==> src/rtl/rad_async_fifo_wptr_full.sv <==
// Write-domain pointer and flag stage of the rad async FIFO: binary/Gray write pointer,
// full, almost-full, level and overflow, all registered in the write clock domain.
module rad_async_fifo_wptr_full #(
  parameter int unsigned ADDRSIZE     = 3,
  parameter int unsigned AFULL_THRESH = 6
) (
  input  logic                clk,
  input  logic                rst,
  input  logic                winc,
  input  logic [ADDRSIZE:0]   wq2_rptr,
  output logic [ADDRSIZE-1:0] waddr,
  output logic [ADDRSIZE:0]   wptr,
  output logic                wfull,
  output logic                walmost_full,
  output logic [ADDRSIZE:0]   wlevel,
  output logic                woverflow
);

  localparam logic [ADDRSIZE:0] AfullLvl = AFULL_THRESH[ADDRSIZE:0];

  logic [ADDRSIZE:0] wbin_q, wbin_d;
  logic [ADDRSIZE:0] wgray_d;
  logic [ADDRSIZE:0] rbin;
  logic [ADDRSIZE:0] level_d;
  logic [ADDRSIZE:0] full_cmp;
  logic              accept;

  logic [ADDRSIZE:0] wptr_q;
  logic              wfull_q, afull_q, ovf_q;
  logic [ADDRSIZE:0] level_q;

  always_comb begin
    accept   = winc & ~wfull_q;
    wbin_d   = wbin_q + {{ADDRSIZE{1'b0}}, accept};
    wgray_d  = (wbin_d >> 1) ^ wbin_d;
    // Full when the write pointer is exactly one lap ahead of the read pointer.
    full_cmp = {~wq2_rptr[ADDRSIZE:ADDRSIZE-1], wq2_rptr[ADDRSIZE-2:0]};
  end

  always_comb begin
    rbin           = '0;
    rbin[ADDRSIZE] = wq2_rptr[ADDRSIZE];
    for (int i = ADDRSIZE - 1; i >= 0; i--) begin
      rbin[i] = rbin[i+1] ^ wq2_rptr[i];
    end
    level_d = wbin_d - rbin;
  end

  always_ff @(posedge clk) begin
    if (rst) begin
      wbin_q  <= '0;
      wptr_q  <= '0;
      wfull_q <= 1'b0;
      afull_q <= 1'b0;
      level_q <= '0;
      ovf_q   <= 1'b0;
    end else begin
      wbin_q  <= wbin_d;
      wptr_q  <= wgray_d;
      wfull_q <= (wgray_d == full_cmp);
      afull_q <= (level_d >= AfullLvl);
      level_q <= level_d;
      ovf_q   <= winc & wfull_q;
    end
  end

  assign waddr        = wbin_q[ADDRSIZE-1:0];
  assign wptr         = wptr_q;
  assign wfull        = wfull_q;
  assign walmost_full = afull_q;
  assign wlevel       = level_q;
  assign woverflow    = ovf_q;

endmodule
==> config.mk <==
export PLATFORM = sky130hd
export DESIGN_NAME = rad_async_fifo_wptr_full
export DESIGN_NICKNAME = d
export VERILOG_FILES = /design/src/rtl/rad_async_fifo_wptr_full.sv
export SDC_FILE = /design/constraint.sdc
export NUM_CORES = 1
export LEC_CHECK = 0
export CAP_MARGIN = 20
export CORE_MARGIN = 4
export CORE_UTILIZATION = 46
export CTS_BUF_LIST = sky130_fd_sc_hd__clkbuf_4
export CTS_CLUSTER_DIAMETER = 200
export DETAILED_ROUTE_END_ITERATION = 7
export PLACE_DENSITY_LB_ADDON = 0.12
export SETUP_SLACK_MARGIN = 0.2
export SYNTH_ARGS = -nofsm -noshare
export SYNTH_HDL_FRONTEND = slang
export SYNTH_SLANG_ARGS = --single-unit
==> constraint.sdc <==
create_clock -name clk -period 3.3 [get_ports clk]
set_clock_uncertainty 0.1 [all_clocks]
set_input_delay 0.825 -clock clk [delete_from_list [all_inputs] [get_ports clk]]
set_output_delay 0.825 -clock clk [all_outputs]
set_load 0.005 [all_outputs]
# Word level (Yosys, flattened, before mapping)
# Cells that the tools add are included.
[totals] wordCells=18 reg_bits=15
[op_classes] magnitude_cmp=1 addsub=2 bitwise=8 eq_ne=1
[op_table] op="adder 4 x 1 -> 4 bit" n=1
[op_table] op="== test 4 bit" n=1
[op_table] op=">= comparator 4 x 3 -> 1 bit, second input constant" n=1
[op_table] op="subtractor 4 bit" n=1
[op_table] op="XOR 3 x 4 -> 4 bit" n=1
[op_table] op="XOR 1 bit" n=3
[op_table] op="AND 1 bit" n=2
[op_table] op="NOT 2 bit" n=1
[op_table] op="NOT 1 bit" n=1

# Depth between registers and ports, before layout
# Gate-level depths: netlist of run 1.
[depth] word_depth=5 depth_mapped=8

# Worst setup path before layout of run 1
# OpenSTA, ideal clock, no wires.
[synth_path] kind="in2reg" from="input port winc" to="register afull_q (netlist: walmost_full)" cell_stages=8 setup_slack_ns=0.582 required_ns=3.105 setup_time_ns=0.095 t_arrival_ns=2.523 cell_sequence="nor2b_1 > ha_1 > ha_1 > ha_1 > nor2b_1 > o21a_1 > or4_4 > o311ai_1"
[synth_between] elab_chain_cells=4
[synth_lines] item="start: declaration" line="9" source="input logic winc,"
[synth_lines] item="AND 1 bit" line="33" source="accept = winc & ~wfull_q;"
[synth_lines] item="adder 4 x 1 -> 4 bit" line="34" source="wbin_d = wbin_q + {{ADDRSIZE{1'b0}}, accept};"
[synth_lines] item="named net wbin_d[1]" line="21" source="logic [ADDRSIZE:0] wbin_q, wbin_d;"
[synth_lines] item="subtractor 4 bit" line="46" source="level_d = wbin_d - rbin;"
[synth_lines] item=">= comparator 4 x 3 -> 1 bit" line="61" source="afull_q <= (level_d >= AfullLvl);"
[synth_lines] item="end signal: assignment" line="61"
[synth_lines] item="end: declaration" line="29" source="logic wfull_q, afull_q, ovf_q;"
# The timed path passes the listed nets, and every way through them passes these cells.
# A chain may end at the register's enable or synchronous reset.

# Worst setup path after layout of run 1
# Ends and elaborated chain as after synthesis.

==> results.ini, run 1 <==
[run_status]
outcome = completed

[global_route]
grt_util_met1_pct = 16.8
grt_pass1_wl_mm = 2.00
gr-max-usage-layer = met2
grt_max_degree = 14
grtUsageMet2_pct = 20.6
use_met3_pct = 6.32
grt-ovfl-total = 0
grt_usage_pct = 13.7
grt_pass1_vias = 501
antenna_found_initial = 0

[floorplanning]
dieArea_sq_um = 2070
ioPinCount = 21
coreArea_sq_um = 1320
initial_core_util_pct = 49.0
fp.dieH_um = 45.5
die_w_um = 45.5
rows = 13

[drt]
avgRoutedWirePerCell_um = 11.8
drt_iter0_drc = 4
wl_mm = 1.20
drc = 0
dr.pass1.iters = 4
via_count = 486
ant_nets = 0
via_per_inst = 4.81

[hold_path]
min_from = wfull$_SDFF_PP0_
hold_end = woverflow$_SDFF_PP0_
min_path_type = register to register
holdPathStages = 1

[clocking]
cts_sinks = 14
cts_hold_buffers = 0
numCtsBuffers = 3
clock_latency_ns = 0.28
cts_setup_buffers = 0
clock_path_buffers = 2
clk_pin_slew_ns = 0.08
ctsHtreeMaxLevel = 1
cts_root_buf = clkbuf_4
cts.repair.resized = 0
cts_tree = done

[yosys]
synth_adder_area_share_pct = 12.8
synthSimpleGateAreaFrac_pct = 14.3
synth_seq_cells = 14
ys_seq_area_share_pct = 43.4
synth.distinct_cells = 20
syn_nets = 74
synth.avg_cell_area_sq_um = 10.6
synth-compound-area-share_pct = 4.84
yosys_warnings = 0
synth-xor-area-share_pct = 21.1
synth_top_family_by_area = XOR/XNOR gates
syn-cell-area_sq_um = 646
synth_mux_area_share_pct = 0
syn_inst = 61

[sta]
worstMarginPinSlew_ns = 0.466
min_period_ns = 2.93
setup_tns_ns = 0
drv_slew = 0
hold_ws_ns = 0.408
post-route-period-util_pct = 88.9
max_freq_mhz = 341
maxSlewHeadroom_pct = 68.8
hold_viol_final = 0
setup_viol = 0
rsz0062_at_grt = false

[finish]
ff_latch_area_sq_um = 280
postLayoutCellArea_sq_um = 898
fin_util_pct = 68.2
area_growth_pct = 39.1
final_layout_size_suffix_gt1_share_pct = 8.14
antennaDiodeCount = 0
final_common_cell = clkdlybuf4s50_1
nets = 100
fillers = 105
multi_input_area_sq_um = 343
final_cell_mix = 20 x clkdlybuf4s50_1, 14 x dfxtp_1, 10 x nor2_1

[worst_setup_path]
criticalPathCategory = primary input to register
cp_num_buf_inv = 1
r2r_cells = 8
crit_path_start_kind = primary input
crit_chain = clkdlybuf4s50_1 > nor2b_1 > ha_1 > ha_1 > ha_1 > nor2b_1 > o21a_1 > or4_4 > o311ai_1
worstPathMaxFanout = 3
timing.rr.start = wfull$_SDFF_PP0_
cpLargestDelayFamily = adder cells
end_kind = register
cp.required_ns = 3.38
rr_endpoint = walmost_full$_SDFF_PP0_
critPathMostFrequentCell = ha_1
cpPeakStageDelay_ns = 0.46
cpMaxStageDelayCell = clkdlybuf4s50_1
reg2reg_setup_slack_ns = 1.07
arrival_ns = 3.02

[placement]
place_area_sq_um = 872
portBuffers = 20
dp_hpwl_um = 951
place.gp.congestion = 0.767

[power]
ir_drop_mv = 0.292
p_leak_nw = 0.401
power.total_uw = 451
pwr_density_cell_nw_per_um2 = 502

[run]
drv_cap = 0

## kinds of logic after synthesis
group,after synthesis
simple gates,18
xor+xnor,14
flops,14
fa+ha+maj,6
buf+inv,5
compound gates,4
## layout make-up
cell class              instances  share of cell area [%]
well taps                      15                    2.09
clock inverters                 1                   0.418
flip-flops and latches         14                    31.2
clock buffers                   3                    2.51
inverters                       4                    1.67
repair buffers                 22                    24.0
multi-input cells              42                    38.2
## worst register-to-register path: stages (launching register included)
cell and delay (ns):
dfxtp_1 0.33, nor2b_1 0.14, ha_1 0.21, ha_1 0.26, ha_1 0.29, nor2b_1 0.13, o21a_1 0.17, or4_4 0.41
o311ai_1 0.08
## worst max path at each step
stage / to / startpoint / depth (start not counted) / slack [ns]
2_1_floorplan: walmost_full$_SDFF_PP0_ / winc / 8 / 0.58
3_3_place_gp: walmost_full$_SDFF_PP0_ / wq2_rptr[3] / 8 / 0.14
3_5_place_dp: walmost_full$_SDFF_PP0_ / wq2_rptr[3] / 8 / 0.08
4_1_cts: walmost_full$_SDFF_PP0_ / winc / 9 / 0.37
5_1_grt: walmost_full$_SDFF_PP0_ / wq2_rptr[3] / 8 / 0.25
6_report: walmost_full$_SDFF_PP0_ / winc / 9 / 0.37
## registers in the layout, summed over array words and instances, names as in the netlist
signal / cells
wbin_q: 4
woverflow: 1
wlevel: 4
wptr: 3
walmost_full: 1
wfull: 1
## per-layer routing
metal | vias to the layer above | wire length, um | part of all wire (%)
met3 | 2 | 80 | 6.7
met5 | - | 0 | 0
li1 | 249 | - | -
met2 | 15 | 532 | 45
met4 | 0 | 11 | 0.92
met1 | 220 | 572 | 48
## stage by stage
stage / instances / worst slack (ns)
after floorplan: 61 / 0.582
final: 101 / 0.366
after CTS: 101 / 0.366
after detailed placement: 97 / 0.0814
after global routing: 101 / 0.245
after global placement: 97 / 0.137
## synthesized netlist by cell type
cell type,number,area share (%)
a21boi_0,1,1.2
fa_1,1,3.1
buf_4,1,1.2
or4_4,1,1.7
o21a_1,1,1.2
o311ai_1,1,1.4
inv_1,4,2.3
xnor3_1,1,3.5
dfxtp_1,14,43
nand3_1,1,0.77
ha_1,5,9.7
nor2_1,10,5.8
xnor2_1,7,9.5
and3_1,1,0.97
nor2b_1,2,1.9
xor2_1,6,8.1
nand2_1,1,0.58
o211ai_1,1,1.2
and4_2,1,1.6
and2_1,1,0.97
## power breakdown
group | total [mW] | switching [mW] | leakage [nW] | internal, mW
clock | 0.0960 | 0.0522 | 0.0154 | 0.0438
sequential | 0.201 | 0.00783 | 0.115 | 0.193
combinational | 0.154 | 0.0632 | 0.271 | 0.0910
total | 0.451 | 0.123 | 0.401 | 0.328
No activity file was read; power rests on OpenSTA's default activity.
==> run 2, diff against run 1 <==
Settings changed: CORE_MARGIN 4 to default.
==> run 2 against run 1 <==
Net effect:
- maximum frequency down 1.2%
- sequential share of layout area unchanged
- final cell count unchanged
- die area down 25%
- first-iteration DRC count down 75%
- register-to-register slack worse by 0.03 ns
- sequential power about the same
- worst hold slack worse by 0.010 ns
- via count down 0.21%
- largest cell class unchanged
- highest routed layer unchanged
==> results.ini, run 2 (same netlist as run 1, synthesis figures left out) <==
[global_route]
grt_pass1_vias = 405  ; -19%
grt_usage_pct = 18.8  ; +5.1 points
grt-ovfl-total = 0  ; unchanged
grt_pass1_wl_mm = 1.79  ; -11%
grt_max_degree = 14  ; unchanged
antenna_found_initial = 0  ; unchanged

[worst_setup_path]
timing.rr.start = wfull$_SDFF_PP0_
criticalPathCategory = primary input to register
reg2reg_setup_slack_ns = 1.04  ; -0.03 ns
cpLargestDelayFamily = adder cells
worstPathMaxFanout = 3  ; unchanged
crit_path_start_kind = primary input
rr_endpoint = walmost_full$_SDFF_PP0_
crit_end = walmost_full$_SDFF_PP0_
crit_chain = clkdlybuf4s50_1 > nor2b_1 > ha_1 > ha_1 > xor2_1 > ha_1 > o21a_1 > or4_4 > o311ai_1
cpMaxStageDelayCell = clkdlybuf4s50_1
arrival_ns = 3.06  ; +0.04 ns
end_kind = register
cp.required_ns = 3.39  ; about the same
critPathMostFrequentCell = ha_1
startpoint = winc
cp_num_buf_inv = 1  ; unchanged
path_depth = 9  ; unchanged
r2r_cells = 8  ; unchanged
cpPeakStageDelay_ns = 0.47  ; about the same

[floorplanning]
rows = 13  ; unchanged
initial_core_util_pct = 49.6  ; +0.61 points
ioPinCount = 21  ; unchanged
coreArea_sq_um = 1300  ; -1.2%
fp.dieH_um = 39.5  ; -13%
dieArea_sq_um = 1560  ; -25%
die_w_um = 39.5  ; -13%

[power]
power.total_uw = 454  ; +0.59%
ir_drop_mv = 0.345  ; +18%
p_leak_nw = 0.401  ; unchanged
pwr_density_cell_nw_per_um2 = 505  ; +0.59%

[clocking]
cts_hold_buffers = 0  ; unchanged
clock_path_buffers = 2  ; unchanged
cts_tree = done
cts.repair.resized = 0  ; unchanged
numCtsBuffers = 3  ; unchanged
cts_setup_buffers = 0  ; unchanged
ctsHtreeMaxLevel = 1  ; unchanged
clock_latency_ns = 0.28  ; about the same
cts_sinks = 14  ; unchanged
clk_pin_slew_ns = 0.08  ; about the same
cts_root_buf = clkbuf_4

[sta]
rsz0062_at_grt = false
worstMarginPinSlew_ns = 0.479  ; +0.0126 ns
final.setup.worst_slack_ns = 0.331  ; -0.0349 ns
setup_viol = 0  ; unchanged
post-route-period-util_pct = 90.0  ; +1.1 points
setup_tns_ns = 0  ; unchanged
maxSlewHeadroom_pct = 68.0  ; -0.85 points
hold_ws_ns = 0.397  ; -0.0104 ns
max_freq_mhz = 337  ; -1.2%
hold_viol_final = 0  ; unchanged
min_period_ns = 2.97  ; +0.0349 ns
drv_slew = 0  ; unchanged

[drt]
via_per_inst = 4.80  ; -0.21%
via_count = 485  ; -0.21%
drc = 0  ; unchanged
avgRoutedWirePerCell_um = 11.8  ; -0.67%
drt_iter0_drc = 1  ; -3
wl_mm = 1.19  ; -0.67%
ant_nets = 0  ; unchanged
dr.pass1.iters = 2  ; -2

[placement]
dp_hpwl_um = 936  ; -1.5%
portBuffers = 20  ; unchanged
place_area_sq_um = 872  ; unchanged
placedCellCount = 97  ; unchanged
pre_cts_ws_ns = 0.0697  ; -0.0117 ns
place.gp.congestion = 0.747  ; -2.7%

[finish]
fin_util_pct = 69.0  ; +0.85 points
final_common_cell = clkdlybuf4s50_1
final_cell_mix = 20 x clkdlybuf4s50_1, 14 x dfxtp_1, 10 x nor2_1
area_growth_pct = 39.1  ; unchanged
antennaDiodeCount = 0  ; unchanged
nets = 100  ; unchanged
postLayoutCellArea_sq_um = 898  ; unchanged
stdcell_count = 101  ; unchanged
final_layout_size_suffix_gt1_share_pct = 8.14  ; unchanged
fillers = 107  ; +1.9%

[run_status]
outcome = completed

[run]
drv_cap = 0  ; unchanged

[hold_path]
min_path_type = register to register
min_from = wfull$_SDFF_PP0_

-- run 2: worst min-delay path by stage --
stage / to / slack, ns / cells after the start
final: woverflow$_SDFF_PP0_ / 0.40 / 1
after global routing: woverflow$_SDFF_PP0_ / 0.42 / 1
after CTS: woverflow$_SDFF_PP0_ / 0.40 / 1
after detailed placement: woverflow$_SDFF_PP0_ / 0.39 / 1
after global placement: woverflow$_SDFF_PP0_ / 0.38 / 1
after floorplan: woverflow$_SDFF_PP0_ / 0.39 / 1
-- run 2: final cells by class --
type                    instances  area, sq um  area share [%]
well taps                      15         18.8            2.09
flip-flops and latches         14          280            31.2
inverters                       4         15.0            1.67
clock inverters                 1         3.75           0.418
clock buffers                   3         22.5            2.51
repair buffers                 22          215            24.0
multi-input cells              42          343            38.2
-- run 2: report_power, final --
group          internal (mW)  switching, mW
sequential             0.193        0.00789
combinational         0.0908         0.0619
clock                 0.0439         0.0560
total                  0.328          0.126
-- run 2: metal layers --
layer | vias up | GRT usage [%] | share of wire (%)
met5 | - | 0 | 0
met4 | 0 | 15.5 | 3.5
li1 | 252 | - | -
met3 | 5 | 5.11 | 4.0
met1 | 216 | 22.8 | 46
met2 | 12 | 27.0 | 47
